**src/rtl/pucch_f0_cs_detector.sv**
```systemverilog
`default_nettype none
// +--------------------------------------------------------------------------+
// | Module      : pucch_f0_cs_detector                                       |
// | Description : PUCCH format-0 cyclic-shift detector. Buffers 12 derotated |
// |               subcarrier samples, correlates them against 2 or 4 cyclic  |
// |               shift candidates and reports the HARQ-ACK bits of the      |
// |               candidate with the largest L1 correlation metric.          |
// | Revision    : 1.0 - initial release                                      |
// +--------------------------------------------------------------------------+
module pucch_f0_cs_detector #(
   parameter int DW = 16,
   parameter int AW = DW + 4
) (
   input  logic                 i_clk,
   input  logic                 i_rst_n,
   input  logic                 i_start,
   input  logic [3:0]           i_cs_base,
   input  logic [1:0]           i_nbits,
   input  logic                 i_valid,
   input  logic signed [DW-1:0] i_re,
   input  logic signed [DW-1:0] i_im,
   output logic                 o_ready,
   output logic                 o_busy,
   output logic                 o_done,
   output logic [1:0]           o_harq,
   output logic [3:0]           o_cs_det,
   output logic [AW:0]          o_metric
);

   // Full-precision product width (sample x Q2.14 twiddle)
   localparam int PW = DW + 16;

   typedef enum logic [1:0] {
      S_IDLE = 2'd0,
      S_LOAD = 2'd1,
      S_CORR = 2'd2,
      S_DONE = 2'd3
   } state_t;

   state_t                r_state;
   state_t                w_state_nxt;

   logic [3:0]            r_cs_base;
   logic                  r_two;        // 1: nbits=2 (4 candidates), 0: nbits=1
   logic [3:0]            r_k;          // sample index in LOAD, MAC index (12 = compare) in CORR
   logic [1:0]            r_cand;
   logic [3:0]            r_ph;         // running (cs*k) mod 12
   logic signed [AW-1:0]  r_acc_re;
   logic signed [AW-1:0]  r_acc_im;
   logic [AW:0]           r_best_metric;
   logic [1:0]            r_best_cand;
   logic [3:0]            r_best_cs;
   logic                  r_done;
   logic [1:0]            r_harq;
   logic [3:0]            r_cs_det;
   logic [AW:0]           r_metric;

   logic signed [DW-1:0]  r_buf_re [0:11];
   logic signed [DW-1:0]  r_buf_im [0:11];

   logic                  w_start_ok;
   logic                  w_last_cand;
   logic [3:0]            w_cs_in_red;
   logic [3:0]            w_mcs;
   logic [4:0]            w_cs_sum;
   logic [3:0]            w_cs;
   logic [4:0]            w_ph_sum;
   logic [3:0]            w_ph_nxt;
   logic [3:0]            w_kidx;
   logic signed [DW-1:0]  w_y_re;
   logic signed [DW-1:0]  w_y_im;
   logic signed [15:0]    w_cos;
   logic signed [15:0]    w_sin;
   logic signed [PW-1:0]  w_ac;
   logic signed [PW-1:0]  w_bs;
   logic signed [PW-1:0]  w_bc;
   logic signed [PW-1:0]  w_as;
   logic signed [PW:0]    w_re_full;
   logic signed [PW:0]    w_im_full;
   logic signed [AW-1:0]  w_re_inc;
   logic signed [AW-1:0]  w_im_inc;
   logic [AW:0]           w_abs_re;
   logic [AW:0]           w_abs_im;
   logic [AW:0]           w_metric;
   logic [1:0]            w_harq_best;

   // A start pulse landing in the result cycle is held off by one cycle
   assign w_start_ok  = (r_state == S_IDLE) && i_start && !r_done;
   assign w_last_cand = r_two ? (r_cand == 2'd3) : (r_cand == 2'd1);
   assign w_cs_in_red = (i_cs_base >= 4'd12) ? (i_cs_base - 4'd12) : i_cs_base;

   // Candidate offset: 3*cand for 4 candidates, 6*cand for 2 candidates
   assign w_mcs    = r_two ? ({1'b0, r_cand, 1'b0} + {2'b00, r_cand})
                           : (r_cand[0] ? 4'd6 : 4'd0);
   assign w_cs_sum = {1'b0, r_cs_base} + {1'b0, w_mcs};
   assign w_cs     = (w_cs_sum >= 5'd12) ? 4'(w_cs_sum - 5'd12) : w_cs_sum[3:0];

   assign w_ph_sum = {1'b0, r_ph} + {1'b0, w_cs};
   assign w_ph_nxt = (w_ph_sum >= 5'd12) ? 4'(w_ph_sum - 5'd12) : w_ph_sum[3:0];

   assign w_kidx = (r_k < 4'd12) ? r_k : 4'd0;
   assign w_y_re = r_buf_re[w_kidx];
   assign w_y_im = r_buf_im[w_kidx];

   // Twiddle ROM: Q2.14 cos/sin of 30-degree steps
   always_comb begin
      w_cos = 16'sd0;
      w_sin = 16'sd0;
      case (r_ph)
         4'd0:  begin w_cos =  16'sd16384; w_sin =  16'sd0;     end
         4'd1:  begin w_cos =  16'sd14189; w_sin =  16'sd8192;  end
         4'd2:  begin w_cos =  16'sd8192;  w_sin =  16'sd14189; end
         4'd3:  begin w_cos =  16'sd0;     w_sin =  16'sd16384; end
         4'd4:  begin w_cos = -16'sd8192;  w_sin =  16'sd14189; end
         4'd5:  begin w_cos = -16'sd14189; w_sin =  16'sd8192;  end
         4'd6:  begin w_cos = -16'sd16384; w_sin =  16'sd0;     end
         4'd7:  begin w_cos = -16'sd14189; w_sin = -16'sd8192;  end
         4'd8:  begin w_cos = -16'sd8192;  w_sin = -16'sd14189; end
         4'd9:  begin w_cos =  16'sd0;     w_sin = -16'sd16384; end
         4'd10: begin w_cos =  16'sd8192;  w_sin = -16'sd14189; end
         4'd11: begin w_cos =  16'sd14189; w_sin = -16'sd8192;  end
         default: begin w_cos = 16'sd0;    w_sin = 16'sd0;      end
      endcase
   end

   // y * exp(-j*theta) = (a*c + b*s) + j(b*c - a*s), each part scaled down by 2^14
   assign w_ac      = PW'(w_y_re) * PW'(w_cos);
   assign w_bs      = PW'(w_y_im) * PW'(w_sin);
   assign w_bc      = PW'(w_y_im) * PW'(w_cos);
   assign w_as      = PW'(w_y_re) * PW'(w_sin);
   assign w_re_full = (PW+1)'(w_ac) + (PW+1)'(w_bs);
   assign w_im_full = (PW+1)'(w_bc) - (PW+1)'(w_as);
   assign w_re_inc  = AW'(w_re_full >>> 14);
   assign w_im_inc  = AW'(w_im_full >>> 14);

   // L1 magnitude, one bit wider so the most negative accumulator value is exact
   assign w_abs_re = r_acc_re[AW-1] ? ((AW+1)'(0) - (AW+1)'(r_acc_re)) : (AW+1)'(r_acc_re);
   assign w_abs_im = r_acc_im[AW-1] ? ((AW+1)'(0) - (AW+1)'(r_acc_im)) : (AW+1)'(r_acc_im);
   assign w_metric = w_abs_re + w_abs_im;

   // Gray-style HARQ mapping for 2 bits: cand 0,1,2,3 -> 00,01,11,10
   assign w_harq_best = r_two ? {r_best_cand[1], r_best_cand[1] ^ r_best_cand[0]}
                              : {1'b0, r_best_cand[0]};

   // State register
   always_ff @(posedge i_clk or negedge i_rst_n) begin
      if (!i_rst_n) begin
         r_state <= S_IDLE;
      end else begin
         r_state <= w_state_nxt;
      end
   end

   // Next-state logic
   always_comb begin
      w_state_nxt = r_state;
      case (r_state)
         S_IDLE: if (w_start_ok) w_state_nxt = S_LOAD;
         S_LOAD: if (i_valid && (r_k == 4'd11)) w_state_nxt = S_CORR;
         S_CORR: if ((r_k == 4'd12) && w_last_cand) w_state_nxt = S_DONE;
         S_DONE: w_state_nxt = S_IDLE;
         default: w_state_nxt = S_IDLE;
      endcase
   end

   // Sample buffer capture (data only, no reset needed)
   always_ff @(posedge i_clk) begin
      if ((r_state == S_LOAD) && i_valid) begin
         r_buf_re[r_k] <= i_re;
         r_buf_im[r_k] <= i_im;
      end
   end

   // Control counters, correlation datapath and result registers
   always_ff @(posedge i_clk or negedge i_rst_n) begin
      if (!i_rst_n) begin
         r_cs_base     <= 4'd0;
         r_two         <= 1'b0;
         r_k           <= 4'd0;
         r_cand        <= 2'd0;
         r_ph          <= 4'd0;
         r_acc_re      <= '0;
         r_acc_im      <= '0;
         r_best_metric <= '0;
         r_best_cand   <= 2'd0;
         r_best_cs     <= 4'd0;
         r_done        <= 1'b0;
         r_harq        <= 2'd0;
         r_cs_det      <= 4'd0;
         r_metric      <= '0;
      end else begin
         r_done <= 1'b0;
         case (r_state)
            S_IDLE: begin
               if (w_start_ok) begin
                  r_cs_base <= w_cs_in_red;
                  r_two     <= (i_nbits >= 2'd2);
                  r_k       <= 4'd0;
                  r_cand    <= 2'd0;
                  r_ph      <= 4'd0;
                  r_acc_re  <= '0;
                  r_acc_im  <= '0;
               end
            end
            S_LOAD: begin
               if (i_valid) begin
                  r_k <= (r_k == 4'd11) ? 4'd0 : (r_k + 4'd1);
               end
            end
            S_CORR: begin
               if (r_k == 4'd12) begin
                  // Compare cycle: strictly-greater keeps the lower candidate on ties
                  if ((r_cand == 2'd0) || (w_metric > r_best_metric)) begin
                     r_best_metric <= w_metric;
                     r_best_cand   <= r_cand;
                     r_best_cs     <= w_cs;
                  end
                  r_acc_re <= '0;
                  r_acc_im <= '0;
                  r_k      <= 4'd0;
                  r_ph     <= 4'd0;
                  r_cand   <= r_cand + 2'd1;
               end else begin
                  r_acc_re <= r_acc_re + w_re_inc;
                  r_acc_im <= r_acc_im + w_im_inc;
                  r_k      <= r_k + 4'd1;
                  r_ph     <= w_ph_nxt;
               end
            end
            S_DONE: begin
               r_done   <= 1'b1;
               r_harq   <= w_harq_best;
               r_cs_det <= r_best_cs;
               r_metric <= r_best_metric;
            end
            default: begin
               r_done <= 1'b0;
            end
         endcase
      end
   end

   assign o_ready  = (r_state == S_LOAD);
   assign o_busy   = (r_state != S_IDLE);
   assign o_done   = r_done;
   assign o_harq   = r_harq;
   assign o_cs_det = r_cs_det;
   assign o_metric = r_metric;

endmodule
`default_nettype wire

```
**config.mk**
```make
export PLATFORM = sky130hd
export DESIGN_NAME = pucch_f0_cs_detector
export DESIGN_NICKNAME = d
export VERILOG_FILES = /design/src/rtl/pucch_f0_cs_detector.sv
export SDC_FILE = /design/constraint.sdc
export NUM_CORES = 2
export LEC_CHECK = 0
export ABC_AREA = 1
export BUFFER_PORTS_ARGS = -buffer_cell sky130_fd_sc_hd__buf_2
export CAP_MARGIN = 15
export CORE_UTILIZATION = 55
export CTS_CLUSTER_DIAMETER = 200
export DETAILED_ROUTE_END_ITERATION = 7
export PLACE_DENSITY = 0.74
export SLEW_MARGIN = 5
export SYNTH_ARGS = -nofsm -noshare
export SYNTH_HDL_FRONTEND = slang
export SYNTH_SLANG_ARGS = --single-unit
```
**constraint.sdc**
```tcl
create_clock -name i_clk -period 9.9 [get_ports i_clk]
set_input_delay 1.485 -clock i_clk [delete_from_list [all_inputs] [get_ports i_clk]]
set_output_delay 1.485 -clock i_clk [all_outputs]
set_load 0.1 [all_outputs]
```
==> results by group <==
Synthesis
  • Synth warn: 0
  • Seq/Total Area, Yosys: 24.5%
  • Most used flip-flop cell after synthesis: edfxtp_1
  • Distinct cells, synth: 65
  • Number of synthesized flops with an enable pin: 384
  • Post-synth top area share: 36.2%
  • Mapped Avg Cell Area: 9.76 sq um
  • Flops & latches, synth: 496
  • Syn_nets: 7499
  • Post-Syn Area: 0.0584 sq mm
  • Synth async-reset ratio: 22.6%
  • Synth top area cells: fa_1 (36%), edfxtp_1 (20%), inv_1 (10%)
  • Synth area leader: fa_1
  • Cells after Synth: 5986

Hold path
  • Hold Startpoint: o_metric[0]
  • Worst Hold Class: register to register
  • Hold path cells: 2
  • Worst Hold End: o_metric[0]

Timing
  • Final Critical Period: 9820 ps
  • Unrepaired setup endpoints after global routing: yes
  • Max Clk Rate: 0.102 GHz
  • Slew headroom: 44.7%
  • Fin crit share: 99.2%
  • Slew Viols, Final: 0
  • Worst-Margin Slew: 821 ps
  • Post-route clock skew: 35.1 ps
  • Final hold viol count: 0
  • Setup-failing EPs final: 0

Worst setup path
  • Crit start category: register
  • Data arrival time of the critical path: 10370 ps
  • Worst R2R Setup Slack: 80 ps
  • Crit-path max cell delay: 630 ps
  • Critical R2R Capture: r_acc_re[19]
  • Most frequent cell on the critical path: fa_1
  • Critical path buffer and inverter count: 15
  • Nature of the critical path endpoint: register
  • Critical Path Fanout Max: 18
  • CP required: 10450 ps
  • Kind of critical path: register to register
  • R2R depth: 48
  • R2R Path Start: r_k[3]
  • Family with the most delay on the worst path: adder cells
  • CP max stage cell: fa_1

Route
  • First drt pass iteration count: 5
  • ANT nets after route: 0
  • Initial drt markers: 3237
  • Vias: 43500
  • Vias per cell: 5.37
  • DR WL/cell: 20.0 microns
  • Routed Wire Length: 162000 microns
  • DRC: 0

Global routing
  • Total congestion overflow: 0
  • Initial antenna violation count: 1
  • Total GRT Usage: 30.4%
  • Number of global-route vias before repair: 45500
  • First-pass GRT wire length: 248000 microns
  • Largest net degree at the start of global routing: 61

Floorplanning
  • FP Rows: 119
  • Core box area: 0.105 sq mm
  • Ports: 72
  • Die Y: 328 microns
  • DIE AREA: 0.107 sq mm
  • Die Wd: 328 microns
  • Starting Density: 55.5%

Clocking
  • CTS H-tree lvls: 2
  • TritonCTS clock tree: done
  • Clock Latency Late Sink: 620 ps
  • CTS root buf: clkbuf_16
  • Max Buffers Root-to-Sink: 3
  • Clk slew on worst S/H paths: 60 ps
  • CTS Hold Bufs: 0
  • Sink Count: 496
  • TritonCTS Buffers: 50

Placement
  • RD Place Congestion: 0.979
  • Port bufs: 70
  • Placed insts: 7951
  • HPWL Detailed: 130000 microns

Run status
  • Run status: finished, final reports clean

Final layout
  • ANT cells: 0
  • # fillers: 7775
  • Final Net Count: 8184
  • Layout cell share with drive strength beyond 1: 17.7%
  • Commonest non-fill, non-tap cells in the layout: inv_1 (1586), fa_1 (1019), nand2_1 (882)
  • Non-filler cells, final: 8101
  • Synth-to-layout area growth: 18.7%
  • Most common cell after layout, fill and taps aside: inv_1
  • Fin util: 65.9%

Flow run
  • Max Cap Viol: 0
==> timing repair <==
action                                  4_1_cts  5_1_grt
resized for setup                            43      340
pin swaps                                     2       81
setup buffers                                 1       48
gates cloned                                  0        9
endpoints found under the setup margin       12       24
==> synth_stat cells, types with 10 or more instances <==
cell / n
o31ai_1: 10
nor3_1: 30
a32o_1: 87
a21oi_1: 254
clkbuf_1: 72
nor4_1: 12
o22ai_1: 19
nand2_1: 906
a31oi_1: 13
edfxtp_1: 384
nand4_1: 28
inv_1: 1616
nand3_1: 97
buf_2: 64
fa_1: 1057
nor2_1: 398
o21ai_0: 166
xor2_1: 101
dfrtp_1: 112
ha_1: 414
xnor2_1: 30
==> through the flow <==
stage	hold slack, ps	TNS, ps	setup slack (ps)	instance area (sq um)
3_5_place_dp	457	-2030	-309	65500
2_1_floorplan	448	0	165	58400
3_3_place_gp	453	-225	-83.1	65500
5_1_grt	487	-2770	-366	69300
4_1_cts	471	0	0.435	67400
6_report	469	0	80.9	69300
==> worst reg2reg max path, delay by kind of cell (launching register included) <==
family / cells / cell delay, ps
flops: 1 / 410
simple gates: 18 / 2110
compound gates: 4 / 600
fa+ha+maj: 10 / 4730
buf+inv: 15 / 1760
xor+xnor: 1 / 190
==> worst max path at each step <==
stage                     depth (start not counted)    from            to
after CTS                                        48  r_k[2]  r_acc_re[16]
final                                            48  r_k[3]  r_acc_re[19]
after floorplan                                  50  r_k[2]  r_acc_im[17]
after global placement                           48  r_k[2]  r_acc_re[19]
after detailed placement                         48  r_k[2]  r_acc_re[17]
after global routing                             48  r_k[3]  r_acc_re[19]
==> registers in the layout, indices dropped and copies added, names as in the netlist <==
register       flops
o_harq             2
r_cand             2
r_buf_re         192
r_best_cand        2
o_cs_det           4
r_state            2
r_acc_im          20
r_buf_im         192
r_ph               4
o_metric          21
r_k                4
r_cs_base          4
r_best_cs          4
r_best_metric     21
r_acc_re          20
o_done             1
r_two              1
==> cell families (layout without fill, tap and decap cells) <==
logic type,count (synthesis),after routing,synth area share [%]
buf+inv,1772,2496,11.6
compound gates,618,618,6.52
xor+xnor,131,131,1.96
simple gates,1498,1498,10.3
flops,496,496,24.5
fa+ha+maj,1471,1471,45.1
==> routing by layer <==
layer	track usage [%]	vias up	wire length, microns
met3	6.18	368	14400
met1	39.9	21800	62700
met5	0	-	13
met4	11.3	2	7630
li1	-	19600	-
met2	50.0	1721	77000
==> layout make-up <==
cell class	count	area, sq um	area share, %
clock buffer	55	1270	1.83
clock inverter	36	443	0.639
inverter	1624	6120	8.83
multi-input combinational	3718	38700	55.8
sequential	496	14300	20.7
tap	1391	1740	2.51
timing repair buffer	781	6700	9.67
Power is left out: the tool's default activity adds up to more than one toggle a clock period on the data nets, which glitch-free logic cannot reach.
